==> src/rtl/traffic_pkg.sv <==
// Shared phase encoding, lamp bundle types and default timing for the
// two-road traffic phase sequencer.
package traffic_pkg;

    typedef enum logic [2:0] {
        PH_ALL_RED_A = 3'd0,
        PH_NS_GREEN  = 3'd1,
        PH_NS_YELLOW = 3'd2,
        PH_ALL_RED_B = 3'd3,
        PH_EW_GREEN  = 3'd4,
        PH_EW_YELLOW = 3'd5
    } phase_e;

    typedef struct packed {
        logic red;
        logic yellow;
        logic green;
    } lamp_t;

    typedef struct packed {
        lamp_t ns;
        lamp_t ew;
    } lamp_pair_t;

    localparam lamp_t LAMP_RED    = '{red: 1'b1, yellow: 1'b0, green: 1'b0};
    localparam lamp_t LAMP_YELLOW = '{red: 1'b0, yellow: 1'b1, green: 1'b0};
    localparam lamp_t LAMP_GREEN  = '{red: 1'b0, yellow: 1'b0, green: 1'b1};

    localparam int DEF_TICK_DIV     = 50_000_000;
    localparam int DEF_NS_GREEN_MIN = 8;
    localparam int DEF_EW_GREEN_MIN = 4;
    localparam int DEF_EW_GREEN_MAX = 16;
    localparam int DEF_YELLOW_TIME  = 4;
    localparam int DEF_ALL_RED_TIME = 1;

    localparam int TIMER_W = 5;

    // Any road not explicitly given green/yellow stays red, so illegal codes
    // and both all-red phases decode to red on both roads.
    function automatic lamp_pair_t decode_lamps(phase_e ph);
        lamp_pair_t lp;
        lp.ns = LAMP_RED;
        lp.ew = LAMP_RED;
        case (ph)
            PH_NS_GREEN:  lp.ns = LAMP_GREEN;
            PH_NS_YELLOW: lp.ns = LAMP_YELLOW;
            PH_EW_GREEN:  lp.ew = LAMP_GREEN;
            PH_EW_YELLOW: lp.ew = LAMP_YELLOW;
            default:      ;
        endcase
        return lp;
    endfunction

endpackage

==> src/rtl/tick_prescaler.sv <==
// Divides clk down to a one-cycle tick pulse every TICK_DIV cycles.
module tick_prescaler #(
    parameter int TICK_DIV = 50_000_000
) (
    input  logic clk,
    input  logic rst,
    output logic tick
);

    localparam int CW = (TICK_DIV > 1) ? $clog2(TICK_DIV) : 1;
    localparam logic [CW-1:0] LAST = CW'(TICK_DIV - 1);

    logic [CW-1:0] cnt_q;
    logic [CW-1:0] cnt_d;

    always_comb begin
        cnt_d = cnt_q + CW'(1);
        if (cnt_q == LAST) begin
            cnt_d = '0;
        end
    end

    always_ff @(posedge clk or posedge rst) begin
        if (rst) begin
            cnt_q <= '0;
        end else begin
            cnt_q <= cnt_d;
        end
    end

    // Combinational so that TICK_DIV=1 yields a tick on every cycle.
    assign tick = (cnt_q == LAST);

endmodule

==> src/rtl/traffic_phase_sequencer.sv <==
// NS-rest, EW-actuated phase sequencer: detector synchronizers, EW request
// latch, per-phase tick timer, phase FSM and registered lamp drivers.
module traffic_phase_sequencer
    import traffic_pkg::*;
#(
    parameter int TICK_DIV     = DEF_TICK_DIV,
    parameter int NS_GREEN_MIN = DEF_NS_GREEN_MIN,
    parameter int EW_GREEN_MIN = DEF_EW_GREEN_MIN,
    parameter int EW_GREEN_MAX = DEF_EW_GREEN_MAX,
    parameter int YELLOW_TIME  = DEF_YELLOW_TIME,
    parameter int ALL_RED_TIME = DEF_ALL_RED_TIME
) (
    input  logic       clk,
    input  logic       rst,
    input  logic       NS_VEHICLE_DETECT,
    input  logic       EW_VEHICLE_DETECT,
    output logic       NS_RED,
    output logic       NS_YELLOW,
    output logic       NS_GREEN,
    output logic       EW_RED,
    output logic       EW_YELLOW,
    output logic       EW_GREEN,
    output logic [2:0] phase,
    output logic [4:0] phase_timer
);

    // Thresholds are compared against the pre-increment timer, hence N-1.
    localparam logic [TIMER_W-1:0] ALL_RED_LAST = TIMER_W'(ALL_RED_TIME - 1);
    localparam logic [TIMER_W-1:0] NS_MIN_LAST  = TIMER_W'(NS_GREEN_MIN - 1);
    localparam logic [TIMER_W-1:0] EW_MIN_LAST  = TIMER_W'(EW_GREEN_MIN - 1);
    localparam logic [TIMER_W-1:0] EW_MAX_LAST  = TIMER_W'(EW_GREEN_MAX - 1);
    localparam logic [TIMER_W-1:0] YELLOW_LAST  = TIMER_W'(YELLOW_TIME - 1);
    localparam logic [TIMER_W-1:0] TIMER_SAT    = '1;

    logic tick;

    logic ew_meta_q, ew_meta_d;
    logic ew_sync_q, ew_sync_d;
    logic ns_meta_q, ns_meta_d;
    logic ns_sync_q, ns_sync_d;
    logic ew_req_q, ew_req_d;
    phase_e state_q, state_d;
    logic [TIMER_W-1:0] timer_q, timer_d;
    lamp_t ns_lamp_q, ns_lamp_d;
    lamp_t ew_lamp_q, ew_lamp_d;
    lamp_pair_t lamps_next;

    // Synchronized NS detect has no consumer yet; held for future NS actuation.
    logic ns_det_unused;
    assign ns_det_unused = ns_sync_q;

    tick_prescaler #(
        .TICK_DIV (TICK_DIV)
    ) u_prescaler (
        .clk  (clk),
        .rst  (rst),
        .tick (tick)
    );

    always_comb begin
        ew_meta_d = EW_VEHICLE_DETECT;
        ew_sync_d = ew_meta_q;
        ns_meta_d = NS_VEHICLE_DETECT;
        ns_sync_d = ns_meta_q;
    end

    always_comb begin
        state_d = state_q;
        case (state_q)
            PH_ALL_RED_A: if (tick && timer_q >= ALL_RED_LAST) state_d = PH_NS_GREEN;
            PH_NS_GREEN:  if (tick && timer_q >= NS_MIN_LAST && ew_req_q) state_d = PH_NS_YELLOW;
            PH_NS_YELLOW: if (tick && timer_q >= YELLOW_LAST) state_d = PH_ALL_RED_B;
            PH_ALL_RED_B: if (tick && timer_q >= ALL_RED_LAST) state_d = PH_EW_GREEN;
            PH_EW_GREEN: begin
                if (tick && (timer_q >= EW_MAX_LAST ||
                             (timer_q >= EW_MIN_LAST && !ew_sync_q))) begin
                    state_d = PH_EW_YELLOW;
                end
            end
            PH_EW_YELLOW: if (tick && timer_q >= YELLOW_LAST) state_d = PH_ALL_RED_A;
            // Illegal codes recover without waiting for a tick.
            default:      state_d = PH_ALL_RED_A;
        endcase
    end

    always_comb begin
        timer_d = timer_q;
        if (state_d != state_q) begin
            timer_d = '0;
        end else if (tick && timer_q != TIMER_SAT) begin
            timer_d = timer_q + TIMER_W'(1);
        end
    end

    // Entry into EW green consumes the request and wins over a same-cycle set.
    always_comb begin
        ew_req_d = ew_req_q;
        if (state_d == PH_EW_GREEN && state_q != PH_EW_GREEN) begin
            ew_req_d = 1'b0;
        end else if (ew_sync_q && state_q != PH_EW_GREEN) begin
            ew_req_d = 1'b1;
        end
    end

    always_comb begin
        lamps_next = decode_lamps(state_d);
        ns_lamp_d  = lamps_next.ns;
        ew_lamp_d  = lamps_next.ew;
    end

    always_ff @(posedge clk or posedge rst) begin
        if (rst) begin
            ew_meta_q <= 1'b0;
            ew_sync_q <= 1'b0;
            ns_meta_q <= 1'b0;
            ns_sync_q <= 1'b0;
            ew_req_q  <= 1'b0;
            state_q   <= PH_ALL_RED_A;
            timer_q   <= '0;
            ns_lamp_q <= LAMP_RED;
            ew_lamp_q <= LAMP_RED;
        end else begin
            ew_meta_q <= ew_meta_d;
            ew_sync_q <= ew_sync_d;
            ns_meta_q <= ns_meta_d;
            ns_sync_q <= ns_sync_d;
            ew_req_q  <= ew_req_d;
            state_q   <= state_d;
            timer_q   <= timer_d;
            ns_lamp_q <= ns_lamp_d;
            ew_lamp_q <= ew_lamp_d;
        end
    end

    assign NS_RED      = ns_lamp_q.red;
    assign NS_YELLOW   = ns_lamp_q.yellow;
    assign NS_GREEN    = ns_lamp_q.green;
    assign EW_RED      = ew_lamp_q.red;
    assign EW_YELLOW   = ew_lamp_q.yellow;
    assign EW_GREEN    = ew_lamp_q.green;
    assign phase       = state_q;
    assign phase_timer = timer_q;

endmodule
==> config.mk <==
export PLATFORM = sky130hd
export DESIGN_NAME = traffic_phase_sequencer
export DESIGN_NICKNAME = d
export VERILOG_FILES = /design/src/rtl/traffic_pkg.sv /design/src/rtl/tick_prescaler.sv /design/src/rtl/traffic_phase_sequencer.sv
export SDC_FILE = /design/constraint.sdc
export NUM_CORES = 1
export LEC_CHECK = 0
export ABC_AREA = 1
export ABC_CLOCK_PERIOD_IN_PS = 5050
export CORE_MARGIN = 8
export CORE_UTILIZATION = 50
export DETAILED_ROUTE_END_ITERATION = 8
export GPL_TIMING_DRIVEN = 0
export HOLD_SLACK_MARGIN = 0.02
export MAX_ROUTING_LAYER = met4
export PLACE_DENSITY = 0.7
export SLEW_MARGIN = 20
export SYNTH_ARGS = -nofsm -noshare
export SYNTH_HDL_FRONTEND = slang
export SYNTH_HIERARCHICAL = 1
export SYNTH_SLANG_ARGS = --single-unit
==> constraint.sdc <==
create_clock -name clk -period 5.05 [get_ports clk]
set_input_delay 0.505 -clock clk [delete_from_list [all_inputs] [get_ports clk]]
set_output_delay 0.505 -clock clk [all_outputs]
set_load 0.02 [all_outputs]
* Yosys cells after proc, flatten, opt, wreduce, memory -nomap -nowiden
Cells that the tools add are included.
** Storage, ports and cells
- Register bits after elaboration :: 43
- Bits of input ports :: 4
- Output and inout port bits :: 14
- Logic and storage cells :: 59
** Cells by class
- Add/subtract/negate cells :: 2
- Order comparisons :: 4
- Equal/unequal tests :: 13
- Muxes and demuxes :: 14
- Reduce and logical (&&, ||, !) cells :: 14
** Operators with widths (number)
- $add A26 B1 Y26 const B :: 1
- $eq A26 B26 Y1 const B :: 1
- $mux W26 :: 1
- $mux W3 :: 6
- $pmux W3 S6 :: 1
- $eq A3 B3 Y1 const B :: 4
- $pmux W3 S2 :: 2
- $mux W5 :: 2
- $eq A3 B2 Y1 const B :: 3
- $logic_and A1 B1 Y1 :: 9
- $eq A3 B1 Y1 const B :: 2
- $add A5 B1 Y5 const B :: 1
- $ge A5 B1 Y1 const B :: 1
- $ge A5 B2 Y1 const B :: 1
- $ge A5 B3 Y1 const B :: 1
- $ge A5 B4 Y1 const B :: 1
- $ne A5 B5 Y1 const B :: 1
- $reduce_bool A2 Y1 :: 2
- $logic_not A3 Y1 :: 1
- $ne A3 B3 Y1 :: 1
- $ne A3 B3 Y1 const B :: 1
- $mux W1 :: 2
- $logic_not A1 Y1 :: 1
- $logic_or A1 B1 Y1 :: 1

* Longest topological paths before layout
- Depth in word-level cells :: 9
- Mapped depth :: 15
- Depth with buffers taken out :: 15

* Cells and area by module
The synthesis kept the hierarchy.
** Modules (own cells, without submodules)
- tick_prescaler :: instances 1, cells an instance 215, area each 1584.0 µm², sequential area each 650.6 µm²
- traffic_phase_sequencer :: instances 1, cells an instance 101, area each 898.4 µm², sequential area each 427.9 µm²

* Least setup slack after synthesis
Ideal clock, no wire load.
- Path kind :: flip-flop to flip-flop
- From :: reg u_prescaler.cnt_q[0]
- To :: reg timer_q[4], in the netlist phase_timer[4]
- Setup time :: 0.122 ns
- Data arrival time :: 2.119 ns
- Data required time :: 4.928 ns
- Setup slack :: 2.808 ns
- Cell stages (with the launch flop) :: 15
- Path buffers :: 0
- Clock period less this slack :: 2.242 ns
- Cell sequence :: dfrtp_1 -> ha_1 -> nand3_2 -> nor2_2 -> nand2_1 -> nor3_1 -> inv_2 -> nor2_2 -> nor2_4 -> nand2_2 -> nor2_4 -> nand2_4 -> nand2_4 -> nand2_4 -> nor2_2
** Between the ends
- Cells in the longest elaborated chain, start to end :: 7
- Elaborated cells on any way between the ends :: 17
- Classes of those cells :: eq/ne (2); mux (8); reduce/logical (7)
** Ends and longest elaborated chain
- from (decl) :: line tick_prescaler.sv:13 : logic [CW-1:0] cnt_q;
- from (signal assigned) :: line tick_prescaler.sv:27 : cnt_q <= cnt_d;
- $eq A26 B26 Y1 * :: line tick_prescaler.sv:32 : assign tick = (cnt_q == LAST);
- via tick :: line traffic_phase_sequencer.sv:35 : logic tick;
- $logic_and A1 B1 Y1 (2 in a row) :: line traffic_phase_sequencer.sv:71 : PH_NS_GREEN: if (tick && timer_q >= NS_MIN_LAST && ew_req_q) state_d = PH_NS_YELLOW;
- $mux W3 :: line traffic_phase_sequencer.sv:71
- $pmux W3 S6 * :: line traffic_phase_sequencer.sv:69 : case (state_q)
- via state_d[0] :: line traffic_phase_sequencer.sv:42 : phase_e state_q, state_d;
- $ne A3 B3 Y1 * :: line traffic_phase_sequencer.sv:88 : if (state_d != state_q) begin
- $mux W5 / $reduce_bool A2 Y1 (equally long branches)
- to (signal assigned) :: line traffic_phase_sequencer.sv:129 : timer_q <= timer_d;
- to (decl) :: line traffic_phase_sequencer.sv:43 : logic [TIMER_W-1:0] timer_q, timer_d;
Mark *: on every way through the listed nets, which the timed path passes. The rest lies on a longest branch.
A chain may end at the register's enable or synchronous reset.

* Worst setup path in the final report
Same ends and word-level chain as after synthesis.

==> flow_metrics.env <==
export IMPL_worst_skew_pair_late_latency_ns=0.30
export IMPL_dp_cells=399
export IMPL_max_cap_viol_count=0
export IMPL_clock_sink_count=43
export IMPL_ys_async_rst_share_pct=100
export IMPL_worstPathMaxFanout=7
export IMPL_hp_class="reg2reg"
export IMPL_most_instantiated_flip_flop_cell_in_the_synthesis_netlist="dfrtp_1"
export IMPL_clk_root_buffer_cell="clkbuf_8"
export IMPL_die_height_um=86.5
export IMPL_tns_setup_ns=0
export IMPL_mappedNetlistNets=325
export IMPL_routed_via_count=1982
export IMPL_max_freq_mhz=383
export IMPL_cts_hold_fix_buffers=0
export IMPL_power_density_mw_per_mm2=233
export IMPL_p_leak_uw=0.00131
export IMPL_yosysTopAreaCellShare_pct=41.3
export IMPL_postCtsResizedCells=0
export IMPL_totalWireLength_um=4730
export IMPL_r2r_start="u_prescaler/cnt_q[0]"
export IMPL_post_route_min_period_ns=2.61
export IMPL_floorplan_rows=25
export IMPL_final_instance_count_excl_fill=407
export IMPL_groute_layer_met3_usage_pct=3.40
export IMPL_fraction_of_the_cycle_the_final_worst_path_needs_pct=51.7
export IMPL_criticalPathCategory="reg2reg"
export IMPL_reg2reg_slack_ns=2.44
export IMPL_clockBufferDepth=2
export IMPL_average_wire_per_standard_cell_um=11.6
export IMPL_critPathRequiredTime_ns=5.24
export IMPL_cp_startpoint="u_prescaler/cnt_q[0]"
export IMPL_multiInputGateArea_mm2=0.00126
export IMPL_ff_latch_area_mm2=0.00108
export IMPL_io_pin_count=18
export IMPL_worst_pin_slew_ns=0.856
export IMPL_post_synth_num_cell_types=29
export IMPL_final_clock_skew_ns=0.00728
export IMPL_wire_length_of_the_first_global_routing_pass_um=8370
export IMPL_first_iter_violations=90
export IMPL_total_congestion_overflow=0
export IMPL_power_ir_vdd_worst_v=0.000178
export IMPL_hold_start="ew_meta_q"
export IMPL_ant_nets=0
export IMPL_number_of_antenna_violations_at_the_first_check_in_global_routing=0
export IMPL_drive_above_1_share_pct=17.1
export IMPL_ys_warnings_count=6
export IMPL_synth_seq_area_share_pct=43.4
export IMPL_setup_repair_after_global_routing_missed_its_margin="no"
export IMPL_final_setup_viol_count=0
export IMPL_synthToLayoutAreaGrowth_pct=15.2
export IMPL_core_area_mm2=0.00475
export IMPL_hold_viol=0
export IMPL_syn_cell_area_mm2=0.00248
export IMPL_crit_arrival_ns=2.80
export IMPL_fin_nets=348
export IMPL_crit_path_end_kind="register"
export IMPL_postSynthRegisterBits=43
export IMPL_grt_max_degree=27
export IMPL_critical_path_max_stage_delay_ns=0.72
export IMPL_synth_edff_count=0
export IMPL_synth_most_common_cell="nand2_1"
export IMPL_post_synth_most_frequent_cells="nand2_1, nor2_1, dfrtp_1"
export IMPL_die_outline_area_mm2=0.00748
export IMPL_die_width_um=86.5
export IMPL_cts_buffers_inserted=5
export IMPL_avgSynthCellArea_um2=7.86
export IMPL_io_buffer_count=16
export IMPL_grt_use_total_pct=14.6
export IMPL_startpoint_type="register"
export IMPL_n_antenna_cell=0
export IMPL_yosys_area_top_type="dfrtp_1"
export IMPL_critical_path_slowest_cell="nor3_1"
export IMPL_netlist_instances=316
export IMPL_post_cts_buffers=0
export IMPL_initial_core_utilization_pct=52.2
export IMPL_grt_pass1_vias=1836
export IMPL_synth_top_cells_by_area="dfrtp_1, nand2_1, nor2_1"
export IMPL_drt_first_pass_iters=4
export IMPL_cts_max_level=2
export IMPL_crit_path_cell_trace="ha_1 > nand3_2 > nor2_2 > nand2_1 > nor3_1 > inv_2 > nor2_2 > nor2_4 > nand2_2 > nor2_4 > nand2_4 > nand2_4 > nand2_4 > nor2_2"
export IMPL_globalRouteMet1Util_pct=18.9
export IMPL_slew_viol_final=0
export IMPL_timing_slew_headroom_pct=42.5
export IMPL_globalRouteMet2Util_pct=21.5
export IMPL_place_gp_congestion=0.925
export IMPL_remaining_drc_errors=0
export IMPL_hpwl_um=3700
export IMPL_fillCellCount=441
export IMPL_final_core_util_pct=60.1
export IMPL_grt_busiest_layer="met2"
export IMPL_clock_tree_from_tritoncts="yes"
export IMPL_routed_via_density=4.87
export IMPL_cts_clk_slew_worst_paths_ns=0.08
export IMPL_run_status="finished clean"
==> final timing paths <==
| kind | endpoint | cells after the start |
|---|---|---|
| worst max register to register | phase_timer[4] | 14 |
| min in group asynchronous | u_prescaler/cnt_q[17] | 2 |
| worst min register to register | ew_sync_q | 0 |
| worst max-delay path | phase_timer[4] | 14 |
| worst min-delay path | ew_sync_q | 0 |
| max in group asynchronous | EW_GREEN | 2 |
==> flip-flops by register name, summed over array words and instances, names as in the netlist <==
name and cells:
EW_RED 1, ew_meta_q 1, ew_req_q 1, EW_YELLOW 1, NS_RED 1, phase_timer 5
ew_sync_q 1, phase 3, u_prescaler/cnt_q 26, NS_YELLOW 1, EW_GREEN 1, NS_GREEN 1
==> through the flow <==
stage | instance area (um2) | total power (uW) | worst slack [ns] | hold WS, ns
floorplan | 2480 | 357 | 2.81 | 0.331
global placement | 2730 | 361 | 2.46 | 0.332
detailed placement | 2730 | 361 | 2.45 | 0.338
CTS | 2860 | 680 | 2.44 | 0.359
global route | 2860 | 692 | 2.18 | 0.388
finish | 2860 | 666 | 2.44 | 0.357
==> cell usage in the layout, fill, tap and decap left out, types with 2 or more instances in the layout <==
cell type,count
a21oi_1,7
nand3_2,3
nand2_4,3
inv_2,5
nor2_4,5
xnor2_1,3
nand2_1,78
o21bai_1,3
bufinv_16,2
xor2_1,12
nor3_1,4
dfrtp_1,41
nand3_1,17
nand2_2,9
ha_1,5
nor2_1,56
dfstp_2,2
clkbuf_8,5
inv_1,29
nand4_1,4
nor2_2,20
clkdlybuf4s50_1,16
==> power breakdown <==
part / leakage [uW] / switching, uW / total (uW) / internal [uW]
clock network: 0.0000654 / 115 / 312 / 198
logic: 0.000671 / 6.91 / 8.47 / 1.56
registers: 0.000570 / 0.303 / 345 / 345
total: 0.00131 / 122 / 666 / 544
==> worst max-delay path: cells and delay by family, from the launching register on <==
family | cells | cell delay [ns]
and+or+nand+nor | 12 | 1.72
buffers and inverters | 1 | 0.15
DFF | 1 | 0.43
adders and majority gates | 1 | 0.19
==> final cells by class <==
cell class / instances / share of cell area (%)
plain buffers: 1 / 0.394
clock buffers: 6 / 2.54
clock inverters: 2 / 2.10
inverters: 34 / 4.46
multi-input cells: 238 / 44.2
flip-flops and latches: 43 / 37.7
well taps: 67 / 2.93
repair buffers: 16 / 5.60
==> layer usage <==
metal	up-vias	share of wire (%)
li1	1024	-
met1	914	50
met2	36	44
met3	8	3.7
met4	0	1.8
met5	-	0
==> kinds of logic (layout without fill, tap and decap cells) <==
kind of cell	count (synthesis)	after routing	share of synthesized area, %
fa+ha+maj	5	5	2.52
buf+inv	35	59	5.59
flops	43	43	43.4
mux	1	1	0.403
simple gates	203	203	39.5
compound gates	14	14	3.28
xor+xnor	15	15	5.29
Power figures use the tool's default switching activity.
==> edit 1, RTL diff (same flow settings) <==
Change the package constant `DEF_TICK_DIV` from 50_000_000 to 100_000_000.
--- a/src/rtl/traffic_pkg.sv
+++ b/src/rtl/traffic_pkg.sv
@@ -26,7 +26,7 @@
     localparam lamp_t LAMP_YELLOW = '{red: 1'b0, yellow: 1'b1, green: 1'b0};
     localparam lamp_t LAMP_GREEN  = '{red: 1'b0, yellow: 1'b0, green: 1'b1};
 
-    localparam int DEF_TICK_DIV     = 50_000_000;
+    localparam int DEF_TICK_DIV     = 100_000_000;
     localparam int DEF_NS_GREEN_MIN = 8;
     localparam int DEF_EW_GREEN_MIN = 4;
     localparam int DEF_EW_GREEN_MAX = 16;
Check against the original RTL: same outputs for any inputs over 10 cycles, from zero or initial values and one cycle with rst high; that may be too few to reach the edited logic, so the function may still have changed.
==> edit 1 against the original RTL <==
  * Worst setup slack better by 0.40 ns
  * Die area is 0.21% higher
  * Power fell by 13%
  * Area after synthesis rose by 0.25%
  * Sequential cell count is 1 higher
  * Via count grew 0.25%
  * Wire length up 1.2%
  * Utilization is 0.79 points lower
  * Cell area shrank 1.3%
  * Hold slack about the same
  * Critical path depth is 2 higher
  * Critical endpoint is now phase_timer[1]$_DFFE_PP0P_
  * Largest power group unchanged
==> edit 1: results <==
metrics = {
    "drt": {
        "avgRoutedWirePerCell_um": 11.6,
        "wl_met3_um": 147,
        "drt_iter0_markers": 152,
        "met1_length_um": 2310,
        "wl_met2_um": 2250,
    },
    "worst_setup_path": {
        "critPathMaxFanout": 14,
        "rr_worst_depth": 16,
        "endpoint": "phase_timer[1]$_DFFE_PP0P_",
    },
    "synthesis": {
        "synthCells": 322,
        "synth_nets": 330,
        "synth-xor-area-share_pct": 4.58,
        "synth.area.mux_share_pct": 0.402,
        "yosysSeqAreaShare_pct": 44.3,
        "synth_commonest_cells": "nand2_1, nor2_1, dfrtp_1",
        "synth-compound-area-share_pct": 3.02,
    },
    "power_and_ir_drop": {
        "clockPowerShare_pct": 37.6,
        "p_leak_nw": 1.34,
        "p_int_mw": 0.453,
        "p_comb_share_pct": 1.5,
    },
    "timing": {
        "tightest_slew_ns": 0.641,
        "finalCritPeriodShare_pct": 43.7,
    },
    "placed_design": {
        "routabilityCongestion": 0.891,
        "postPlaceCellArea_sq_um": 2730,
        "hpwl_um": 3610,
    },
    "grt": {
        "grt_usage_pct": 14.2,
        "grt_max_degree": 28,
        "grt_first_pass_wirelength_um": 8330,
        "grt_pass1_vias": 1933,
    },
    "final_layout": {
        "largest_reg_flops": 27,
    },
    "status": {
        "status": "finished, final reports clean",
    },
}
## edit 1: cell types whose count changed in the layout (fill, tap and decap cells not counted), moves of 3 or more
cell and delta:
nand4_1 -4, nor2_2 -4, nor2_1 +12, nand3_1 +3, xor2_1 -3, o21bai_1 -3
## edit 1: critical path: stages, from the launching register on
cell	delay [ns]
dfrtp_1	0.40
ha_1	0.21
nand2_2	0.10
nor2_8	0.16
nand2_4	0.10
nor2_4	0.12
nand2_1	0.08
clkinv_2	0.19
inv_2	0.10
nor2_2	0.18
nor2_4	0.04
nand2_2	0.08
nor2_4	0.04
nand2_4	0.09
nand2_4	0.06
nand2_4	0.10
nor2_2	0.04
## edit 1: cell type report
cell class | instances | area, sq um
Clock buffer | 6 | 72.6
Inverter | 36 | 136
Multi-Input combinational cell | 242 | 1250
Timing Repair Buffer | 16 | 160
Clock inverter | 2 | 16.3
Tap cell | 67 | 83.8
Sequential cell | 44 | 1100
Fill cell | 458 | 1930
==> edit 2, RTL diff (config.mk and constraints unchanged) <==
Without the edit above. Add an input register stage for `NS_VEHICLE_DETECT`; this delays it by one clock. The other inputs are not delayed to match.
--- a/src/rtl/traffic_phase_sequencer.sv
+++ b/src/rtl/traffic_phase_sequencer.sv
@@ -32,6 +32,12 @@
     localparam logic [TIMER_W-1:0] YELLOW_LAST  = TIMER_W'(YELLOW_TIME - 1);
     localparam logic [TIMER_W-1:0] TIMER_SAT    = '1;
 
+    logic NS_VEHICLE_DETECT_q;
+
+    always_ff @(posedge clk) begin
+        NS_VEHICLE_DETECT_q <= NS_VEHICLE_DETECT;
+    end
+
     logic tick;
 
     logic ew_meta_q, ew_meta_d;
@@ -60,7 +66,7 @@
     always_comb begin
         ew_meta_d = EW_VEHICLE_DETECT;
         ew_sync_d = ew_meta_q;
-        ns_meta_d = NS_VEHICLE_DETECT;
+        ns_meta_d = NS_VEHICLE_DETECT_q;
         ns_sync_d = ns_meta_q;
     end
 
Check against the original RTL: equivalent (Yosys induction, for registers that start in step).
==> edit 2 against the original RTL <==
  * Power shrank 15%
  * Wire length increased by 4.8%
  * Clock skew up 0.0013 ns
  * Global-route usage rose by 0.54 points
  * First-iteration DRC count fell by 41%
  * Worst setup slack better by 0.51 ns
  * Sequential cell count unchanged
  * Area after synthesis up 1.0%
  * Cell area decreased by 0.92%
  * Die area increased by 0.82%
==> edit 2: results <==
metrics = {
    "worst_setup_path": {
        "rr_worst_depth": 15,
        "critical_path.max_stage_delay_ns": 0.44,
        "slowest_stage": "dfrtp_1",
    },
    "drt": {
        "wl_met2_um": 2470,
        "met1_length_um": 2180,
        "routed_via_density": 4.92,
        "avgRoutedWirePerCell_um": 11.9,
    },
    "timing": {
        "relSlewSlack_pct": 57.9,
        "whs_ns": 0.367,
        "finalCritPeriodShare_pct": 41.5,
    },
    "final_layout": {
        "area_share_nonclk_buffers_pct": 7.11,
        "clock_cell_area_share_pct": 2.87,
        "multi_input_comb_cells": 240,
        "n_all_buffers": 20,
        "stdcell_count": 415,
        "clock_buffer_count": 7,
    },
    "synthesis": {
        "synth_nets": 333,
        "synthCells": 324,
        "yosysSeqAreaShare_pct": 43.0,
        "ys_types": 31,
    },
    "grt": {
        "grt_util_met1_pct": 17.0,
        "grt_usage_pct": 15.2,
        "met3_usage_pct": 3.21,
        "grt.met2_usage_pct": 26.0,
    },
    "status": {
        "status": "finished, final reports clean",
    },
    "placed_design": {
        "hpwl_um": 3730,
        "placed_cells": 407,
    },
    "power_and_ir_drop": {
        "vdd_drop_max_mv": 0.131,
    },
}
edit 2: cell count changes after synthesis, moves of 2 or more:
| cell | before | now |
|---|---|---|
| a21oi_1 | 7 | 9 |
| nand3_1 | 17 | 19 |
| nand2_4 | 3 | 0 |
| nor2_2 | 20 | 14 |
| buf_6 | 1 | 3 |
| inv_2 | 4 | 2 |
| nand2_1 | 78 | 84 |
| inv_1 | 30 | 35 |
| nand2_2 | 9 | 7 |
edit 2: worst reg2reg max path: cells and delay by family, from the launching register on:
| family | cells | cell delay (ns) |
|---|---|---|
| fa+ha+maj | 1 | 0.19 |
| simple gates | 11 | 1.11 |
| flops | 1 | 0.44 |
| buf+inv | 3 | 0.28 |
edit 2: logic make-up after synthesis:
kind of cell / Yosys count / synth area share, %
AND/OR/NAND/NOR: 203 / 38.1
XOR/XNOR: 15 / 5.24
multiplexers: 1 / 0.399
adder cells (fa/ha/maj): 5 / 2.50
buffers and inverters: 41 / 7.19
AO/OA/AOI/OAI: 16 / 3.54
flip-flops: 43 / 43.0
